File: config.mk
export PLATFORM = sky130hd
export DESIGN_NAME = psum_deskew_collector
export DESIGN_NICKNAME = d
export VERILOG_FILES = /design/src/rtl/psum_deskew_collector_pkg.sv /design/src/rtl/psum_deskew_collector_col_fifo.sv /design/src/rtl/psum_deskew_collector.sv
export SDC_FILE = /design/constraint.sdc
export NUM_CORES = 1
export LEC_CHECK = 0
export BUFFER_PORTS_ARGS = -buffer_cell sky130_fd_sc_hd__buf_4
export CAP_MARGIN = 20
export CORE_ASPECT_RATIO = 0.6
export CORE_UTILIZATION = 33
export CTS_BUF_LIST = sky130_fd_sc_hd__clkbuf_4 sky130_fd_sc_hd__clkbuf_8
export CTS_CLUSTER_SIZE = 25
export DETAILED_ROUTE_END_ITERATION = 10
export PLACE_DENSITY = 0.58
export SYNTH_ARGS = -nofsm -noshare
export SYNTH_HDL_FRONTEND = slang
export SYNTH_HIERARCHICAL = 1
export SYNTH_SLANG_ARGS = --single-unit
File: constraint.sdc
create_clock -name clk_i -period 6.2 [get_ports clk_i]
set_input_delay 0.62 -clock clk_i [delete_from_list [all_inputs] [get_ports clk_i]]
set_output_delay 0.62 -clock clk_i [all_outputs]
set_load 0.01 [all_outputs]
File: src/rtl/psum_deskew_collector_pkg.sv
// Shared sizing, lane types and the partial-sum widening helper for the
// systolic-array output collector.
package psum_deskew_collector_pkg;

  localparam int N          = 4;
  localparam int LOG_N      = 2;
  localparam int PSUM_W     = 16;
  localparam int ACC_W      = 32;
  localparam int FIFO_DEPTH = 2 * N;

  typedef logic signed [PSUM_W-1:0] psum_t;
  typedef logic signed [ACC_W-1:0]  acc_t;

  function automatic acc_t sext_psum(input psum_t p);
    return {{(ACC_W - PSUM_W){p[PSUM_W-1]}}, p};
  endfunction

endpackage

File: src/rtl/psum_deskew_collector_col_fifo.sv
// Per-column synchronous FIFO; a push into a full FIFO is accepted only when
// a pop frees the head slot at the same edge.
module psum_deskew_collector_col_fifo
  import psum_deskew_collector_pkg::*;
#(
  parameter int DEPTH = FIFO_DEPTH,
  parameter int W     = ACC_W
) (
  input  logic         clk_i,
  input  logic         rst_ni,
  input  logic         clr_i,
  input  logic         push_i,
  input  logic         pop_i,
  input  logic [W-1:0] din_i,
  output logic [W-1:0] dout_o,
  output logic         full_o,
  output logic         empty_o
);

  localparam int AW = $clog2(DEPTH);

  logic [W-1:0] mem_q [DEPTH];
  logic [AW:0]  wr_ptr_q, wr_ptr_d;
  logic [AW:0]  rd_ptr_q, rd_ptr_d;
  logic         do_push_s, do_pop_s;

  // Pointers carry one wrap bit so full and empty are distinguishable.
  assign empty_o = (wr_ptr_q == rd_ptr_q);
  assign full_o  = (wr_ptr_q[AW] != rd_ptr_q[AW]) &&
                   (wr_ptr_q[AW-1:0] == rd_ptr_q[AW-1:0]);
  assign dout_o  = mem_q[rd_ptr_q[AW-1:0]];

  always_comb begin
    do_pop_s  = pop_i & ~empty_o;
    do_push_s = push_i & (~full_o | do_pop_s);
    wr_ptr_d  = wr_ptr_q;
    rd_ptr_d  = rd_ptr_q;
    if (clr_i) begin
      wr_ptr_d = '0;
      rd_ptr_d = '0;
    end else begin
      if (do_push_s) begin
        wr_ptr_d = wr_ptr_q + (AW + 1)'(1);
      end else begin
        wr_ptr_d = wr_ptr_q;
      end
      if (do_pop_s) begin
        rd_ptr_d = rd_ptr_q + (AW + 1)'(1);
      end else begin
        rd_ptr_d = rd_ptr_q;
      end
    end
  end

  always_ff @(posedge clk_i or negedge rst_ni) begin
    if (!rst_ni) begin
      wr_ptr_q <= '0;
      rd_ptr_q <= '0;
    end else begin
      wr_ptr_q <= wr_ptr_d;
      rd_ptr_q <= rd_ptr_d;
    end
  end

  always_ff @(posedge clk_i) begin
    if (do_push_s && !clr_i) begin
      mem_q[wr_ptr_q[AW-1:0]] <= din_i;
    end
  end

endmodule

File: src/rtl/psum_deskew_collector.sv
// Re-aligns skewed per-column partial sums into complete rows for writeback,
// counts rows per tile and flags dropped column samples.
module psum_deskew_collector
  import psum_deskew_collector_pkg::*;
(
  input  logic              clk_i,
  input  logic              rst_ni,
  input  logic [PSUM_W-1:0] psum_i [N],
  input  logic [N-1:0]      acc_valid_i,
  input  logic              clear_i,
  output logic [ACC_W-1:0]  row_o [N],
  output logic              row_valid_o,
  input  logic              row_ready_i,
  output logic              tile_done_o,
  output logic [LOG_N:0]    row_count_o,
  output logic              overflow_o
);

  logic [N-1:0]     fifo_full_s, fifo_empty_s, push_s, drop_s;
  logic [ACC_W-1:0] fifo_head_s [N];
  logic [ACC_W-1:0] psum_ext_s  [N];
  logic             row_avail_s, load_s, pop_s, xfer_s;

  logic [ACC_W-1:0] row_q [N], row_d [N];
  logic             valid_q, valid_d;
  logic             done_q, done_d;
  logic             ovf_q, ovf_d;
  logic [LOG_N:0]   count_q, count_d;

  // All columns pop together; clear_i suppresses every push and pop.
  always_comb begin
    row_avail_s = ~|fifo_empty_s;
    load_s      = row_avail_s & (~valid_q | row_ready_i);
    pop_s       = load_s & ~clear_i;
    xfer_s      = valid_q & row_ready_i;
    for (int j = 0; j < N; j++) begin
      psum_ext_s[j] = sext_psum(psum_i[j]);
      push_s[j]     = acc_valid_i[j] & (~fifo_full_s[j] | pop_s) & ~clear_i;
      drop_s[j]     = acc_valid_i[j] & fifo_full_s[j] & ~pop_s;
    end
  end

  for (genvar g = 0; g < N; g++) begin : g_col
    psum_deskew_collector_col_fifo #(
      .DEPTH(FIFO_DEPTH),
      .W    (ACC_W)
    ) u_fifo (
      .clk_i  (clk_i),
      .rst_ni (rst_ni),
      .clr_i  (clear_i),
      .push_i (push_s[g]),
      .pop_i  (pop_s),
      .din_i  (psum_ext_s[g]),
      .dout_o (fifo_head_s[g]),
      .full_o (fifo_full_s[g]),
      .empty_o(fifo_empty_s[g])
    );
  end

  always_comb begin
    row_d   = row_q;
    valid_d = valid_q;
    count_d = count_q;
    done_d  = 1'b0;
    ovf_d   = ovf_q;
    if (clear_i) begin
      row_d   = '{default: '0};
      valid_d = 1'b0;
      count_d = '0;
      ovf_d   = 1'b0;
    end else begin
      if (load_s) begin
        row_d   = fifo_head_s;
        valid_d = 1'b1;
      end else if (row_ready_i) begin
        valid_d = 1'b0;
      end else begin
        valid_d = valid_q;
      end
      if (xfer_s) begin
        if (count_q == (LOG_N + 1)'(N - 1)) begin
          count_d = '0;
          done_d  = 1'b1;
        end else begin
          count_d = count_q + (LOG_N + 1)'(1);
        end
      end else begin
        count_d = count_q;
      end
      if (|drop_s) begin
        ovf_d = 1'b1;
      end else begin
        ovf_d = ovf_q;
      end
    end
  end

  always_ff @(posedge clk_i or negedge rst_ni) begin
    if (!rst_ni) begin
      row_q   <= '{default: '0};
      valid_q <= 1'b0;
      done_q  <= 1'b0;
      ovf_q   <= 1'b0;
      count_q <= '0;
    end else begin
      row_q   <= row_d;
      valid_q <= valid_d;
      done_q  <= done_d;
      ovf_q   <= ovf_d;
      count_q <= count_d;
    end
  end

  assign row_o       = row_q;
  assign row_valid_o = valid_q;
  assign tile_done_o = done_q;
  assign row_count_o = count_q;
  assign overflow_o  = ovf_q;

endmodule

==> run metrics, run 1 <==
htree depth 4; largest net degree at the start of global routing 137; Setup TNS 0 ns; arrival time of the worst setup path 5.01 ns; most frequent cells in the layout edfxtp_1 (1,024), buf_4 (264), mux4_2 (256), clkbuf_8 (188), dfrtp_1 (158); cts repair resizes 0; Least-Margin Pin Slew 1.06 ns; Critical Path RT 6.73 ns; Setup Viol. Count Final 0; # rows 106; GRT Overall Usage 14.9%; vias in the first global route 25,200; CTS tree built; unrepaired setup endpoints after global routing no; period utilisation layout 72.2%; initial antenna violation count 5; Yosys warning count 6; Crit Path Class reg2reg; status complete, no violations; Final Wtd Congestion 0.770; vias 24,000; nature of the critical path endpoint register; final hold violations 0; WHS 0.123 ns; core area 140,000 µm²; worst hold path type in2reg; IR Drop Worst-Case VDD 0.000176 V; Critical Path Fanout Max 20; flops & latches, synth 1,190; placed cell area 50,500 µm²; die width 488 µm; fin worst setup slack 1.72 ns; WL final 106,000 µm; post-synthesis cell type count 51; clock root cell clkbuf_8; utilization after layout 39.4%; Routed WL per cell 22.1 µm; DRT iter0 DRCs 1,900; Die Height 293 µm; clock network latency to the later pin of the worst-skew pair 0.89 ns; Layout area overhead 17.8%; buffers added on ports 205; commonest non-fill, non-tap cell in the layout edfxtp_1; Post-CTS Setup Inserts 0; post-route minimum period 4.48 ns; residual DRC count 0; # IOs 206; Clock transition at path regs 0.06 ns; Syn Area/Cell 19.3 µm²; Initial Util 33.4%; register area share after synthesis 74.8%; CTS sink count 1,190; antenna-violating nets left 0; share of cells above drive strength 1 34.7%; syn_nets 2,496; max_slew headroom 29.3%; Max Clock Skew 0.0505 ns; grt ovf 0; wire length of the first global-routing pass 160,000 µm; final instance area 55,000 µm²; Final Slew Violations 0; pwr dens 289 nW/µm²; max frequency 223 MHz; via density per instance 5.00; detailed placer's ending HPWL 59,700 µm; leakage 17.9 nW; Die Area 143,000 µm²; pre-CTS setup slack 1.49 ns; DR pass1 iterations 5; MaxCap Viol Count 0; CP Launch Type register; final layout net count 2,846; Synth Instances 2,415; TritonCTS Buffers 181; area of the mapped netlist 46,700 µm²; hold_buf cts 62; maximum root-to-sink buffer count 3
synthesized netlist by cell type, drive strengths merged:
cell | count | area, µm²
nand4b | 1 | 8.76
or3b | 1 | 8.76
nand2b | 22 | 138
buf | 83 | 515
xor2 | 17 | 149
and3b | 2 | 17.5
and2b | 1 | 7.51
dfrtp | 166 | 4150
nor3 | 29 | 150
a22o | 2 | 17.5
o311ai | 7 | 61.3
o211ai | 5 | 37.5
a21o | 3 | 22.5
a41o | 1 | 10.0
nand2 | 18 | 67.6
clkbuf | 83 | 313
a41oi | 1 | 8.76
a31oi | 4 | 25.0
o31ai | 3 | 22.5
nor2 | 37 | 139
nand4 | 4 | 31.3
or2 | 6 | 37.5
ha | 9 | 113
mux4 | 256 | 5770
or4 | 7 | 56.3
nand3 | 141 | 706
nand3b | 6 | 45.0
mux2 | 128 | 1440
or3 | 11 | 68.8
inv | 14 | 52.6
and4 | 1 | 8.76
o21ai | 139 | 696
nor4 | 10 | 68.8
o41ai | 3 | 48.8
edfxtp | 1024 | 30700
xnor2 | 7 | 61.3
mux2i | 8 | 80.1
and3 | 1 | 6.26
nor2b | 1 | 6.26
a21oi | 153 | 766
report_power, final:
part | total (mW) | switching (mW) | leakage, nW | internal [mW]
combinational | 0.370 | 0.243 | 4.44 | 0.127
clock | 6.77 | 3.11 | 1.97 | 3.66
sequential | 8.77 | 0.0165 | 11.5 | 8.75
total | 15.9 | 3.37 | 17.9 | 12.5
registers in the layout, indices dropped and copies added, names as in the netlist:
signal,count
g_col.u_fifo/wr_ptr_q,16
g_col.u_fifo/mem_q,1024
g_col.u_fifo/rd_ptr_q,16
row_valid_o,1
row_o,128
tile_done_o,1
overflow_o,1
row_count_o,3
worst max-delay path: stages (launching register included):
cell and delay [ns]:
dfrtp_1 0.56, xor2_1 0.51, or3_1 0.22, nor2_1 0.09
nor4_4 0.30, nand2_1 0.17, a21oi_1 0.76, nor2b_1 0.25
o211ai_1 0.34, nor2_4 0.52, buf_4 0.41
per-layer routing:
layer | vias to the layer above | routed length (µm) | global-route usage, %
li1 | 10500 | - | -
met1 | 12600 | 50300 | 21.8
met2 | 682 | 47600 | 22.0
met3 | 166 | 5830 | 3.41
met4 | 4 | 2190 | 4.58
met5 | - | 22 | 0
per-stage QoR:
| step | std cells | total power [mW] |
|---|---|---|
| after floorplan | 2415 | 9.05 |
| after global placement | 4405 | 9.25 |
| after detailed placement | 4405 | 9.27 |
| after CTS | 4791 | 16.1 |
| after global routing | 4797 | 16.5 |
| final | 4800 | 15.9 |
final timing paths:
path,start,end,slack [ns],cells past startpoint
setup / recovery,g_col[1].u_fifo/wr_ptr_q[1],g_col[0].u_fifo/mem_q[6][19],1.72,10
hold / removal,psum_i[15],g_col[3].u_fifo/mem_q[7][16],0.12,1
setup reg to reg,g_col[1].u_fifo/wr_ptr_q[1],g_col[0].u_fifo/mem_q[6][19],1.72,10
hold reg to reg,row_o[99],row_o[99],0.54,2
max in group asynchronous,rst_ni,g_col[2].u_fifo/rd_ptr_q[0],4.56,3
min in group asynchronous,rst_ni,row_o[102],0.29,2
final cells by class:
cell class	count	area, µm²
timing repair buffer	333	2760
clock buffer	240	2980
antenna	4	10.0
inverter	14	52.6
clock inverter	84	781
tap	1890	2360
fill	12600	84800
multi-input combinational	1045	11100
sequential	1190	34900
kinds of logic after synthesis:
group / after synthesis / share of synthesized area [%]
AO/OA/AOI/OAI: 321 / 3.67
XOR/XNOR: 24 / 0.450
adder cells (fa/ha/maj): 9 / 0.241
buffers and inverters: 180 / 1.89
flip-flops: 1190 / 74.8
multiplexers: 392 / 15.6
AND/OR/NAND/NOR: 299 / 3.37
No activity file was read; power rests on OpenSTA's default activity.
==> run 2, diff against run 1 <==
==> constraint.sdc (replaced) <==
create_clock -name clk_i -period 3.8 [get_ports clk_i]
set_input_delay 0.38 -clock clk_i [delete_from_list [all_inputs] [get_ports clk_i]]
set_output_delay 0.38 -clock clk_i [all_outputs]
set_load 0.01 [all_outputs]
==> run 2 against run 1 <==
Compared with the run above:
- die area unchanged
- hold slack worse by 0.027 ns
- core utilization increased by 0.78 points
- maximum frequency rose by 27%
- sequential share of layout area decreased by 1.2 points
- highest routed layer unchanged
- combinational power is 74% higher
- largest power group unchanged
- cell count rose by 1.2%
- non-clock buffer count up 56
- clock-buffer cell count decreased by 1
- sequential power rose by 63%
- critical path depth is 1 higher
- wire length grew 1.9%
==> run metrics, run 2 (synthesis results as in run 1) <==
status complete, no violations; fillers 12,400; commonest non-fill, non-tap cell in the layout edfxtp_1; pre-CTS setup slack 0.0591 ns; Setup Viol. Count Final 0; core area 140,000 µm²; Crit Path Class reg2reg; fin worst setup slack 0.267 ns; cts repair resizes 0; max frequency 283 MHz; clock root cell clkbuf_8; Critical Path RT 4.38 ns; DRT iter0 DRCs 2,050; htree depth 4; max_slew headroom 26.5%; vias 24,200; hold depth 4; Final Slew Violations 0; Initial Util 33.4%; share of cells above drive strength 1 35.5%; detailed placer's ending HPWL 59,800 µm; post-route minimum period 3.53 ns; CP Launch Type register; grt ovf 0; Die Height 293 µm; Max Clock Skew 0.0495 ns; Clock transition at path regs 0.07 ns; worst hold path type in2reg; placed cell area 51,400 µm²; arrival time of the worst setup path 4.11 ns; max reg flops 1,024; share of power burned in combinational logic 2.5%; MaxCap Viol Count 0; # IOs 206; buffers added on ports 205; via density per instance 4.99; most frequent cells in the layout edfxtp_1 (1,024), buf_4 (269), mux4_2 (256), clkbuf_8 (187), dfrtp_1 (158); register-to-register path setup slack 0.27 ns; Least-Margin Pin Slew 1.10 ns; Layout area overhead 20.2%; IR Drop Worst-Case VDD 0.000284 V; leakage 18.3 nW; die width 488 µm; cell count of the worst reg-to-reg path 11; Setup TNS 0 ns; final layout net count 2,899; Sw Share 21.6%; sequential share of power 55.3%; Routed WL per cell 22.2 µm; period utilisation layout 93.0%; initial antenna violation count 8; Crit Reg-Reg Endpoint g_col[2].u_fifo/mem_q[2][14]; vias in the first global route 25,600; TritonCTS Buffers 178; Critical Path Fanout Max 17; maximum root-to-sink buffer count 3; wire length of the first global-routing pass 163,000 µm; residual DRC count 0; Psw 5.58 mW; WHS Endpoint overflow_o; final hold violations 0; antenna-violating nets left 0; Pint 20.3 mW; CTS sink count 1,190; CTS tree built; DR pass1 iterations 6; Die Area 143,000 µm²; min-delay src acc_valid_i[1]; GRT Overall Usage 15.2%; nature of the critical path endpoint register; pwr dens 461 nW/µm²; unrepaired setup endpoints after global routing no; clock network latency to the later pin of the worst-skew pair 0.89 ns; # rows 106; WL final 108,000 µm; Final Wtd Congestion 0.743; clock share of power 42.2%; final instance area 56,100 µm²; Worst R2R Start g_col[1].u_fifo/rd_ptr_q[2]; largest net degree at the start of global routing 137
## run 2: changes by cell type in the layout (fill, tap and decap cells not counted), moves of 5 or more
cell           previous run  this run
buf_12                    1        37
nor3_4                    0        20
clkinv_2                 27        32
nor3_2                   21         1
dlygate4sd3_1            62        71
buf_16                    4         9
buf_4                   264       269
clkinv_1                 26        31
## run 2: cell type report
type,instances,area (µm²),area share [%]
diodes,4,10.0,0.0178
clock buffers,239,2960,5.27
well taps,1890,2360,4.22
inverters,14,52.6,0.0937
clock inverters,86,731,1.30
multi-input cells,1045,11300,20.1
repair buffers,389,3770,6.72
flip-flops and latches,1190,34900,62.3
## run 2: critical path, cell delays in order, from the launching register on
cell	delay, ns
dfrtp_1	0.39
xor2_1	0.32
or3_1	0.21
nor2_1	0.09
nor4_4	0.31
nand2_1	0.18
nor2_2	0.30
or4_1	0.19
nor2_1	0.07
buf_12	0.15
nor3_4	0.74
buf_12	0.26
## run 2: worst max-delay path by stage
stage | cells after the start | start | endpoint
6_report | 11 | g_col[1].u_fifo/rd_ptr_q[2] | g_col[2].u_fifo/mem_q[2][14]
5_1_grt | 11 | g_col[1].u_fifo/rd_ptr_q[2] | g_col[2].u_fifo/mem_q[2][14]
4_1_cts | 11 | g_col[1].u_fifo/rd_ptr_q[2] | g_col[3].u_fifo/mem_q[5][1]
3_5_place_dp | 11 | g_col[1].u_fifo/rd_ptr_q[2] | g_col[3].u_fifo/mem_q[5][5]
3_3_place_gp | 11 | g_col[1].u_fifo/rd_ptr_q[2] | g_col[3].u_fifo/mem_q[2][29]
2_1_floorplan | 11 | g_col[1].u_fifo/wr_ptr_q[1] | g_col[1].u_fifo/mem_q[6][0]
## run 2: power groups by stage
| stage | logic, mW | registers [mW] | clock network, mW |
|---|---|---|---|
| after global placement | 0.551 | 14.6 | 0 |
| final | 0.644 | 14.3 | 10.9 |
| after global routing | 0.705 | 14.3 | 11.8 |
| after detailed placement | 0.580 | 14.6 | 0 |
| after floorplan | 0.207 | 14.6 | 0 |
| after CTS | 0.644 | 14.3 | 11.3 |
## run 2: what timing repair did
item,CTS,global route
setup endpoints to repair,0,32
setup buffers,0,8
hold endpoints to repair,621,113
hold buffers,68,3
## run 2: metrics by stage
step	instances	power, mW	utilization (%)	hold slack (ns)
3_5_place_dp	4441	15.2	36.8	0.443
4_1_cts	4834	26.2	39.9	0.00206
2_1_floorplan	2415	14.8	-	0.0844
6_report	4857	25.8	40.1	0.0959
5_1_grt	4857	26.8	40.1	0.0285
3_3_place_gp	4439	15.1	36.7	0.439
## run 2: layer usage
layer | global-route usage, % | vias up | part of all wire (%)
li1 | - | 10600 | -
met1 | 22.0 | 12800 | 47
met2 | 22.8 | 610 | 46
met3 | 3.73 | 194 | 5.2
met4 | 4.27 | 4 | 2.0
met5 | 0 | - | 0.023
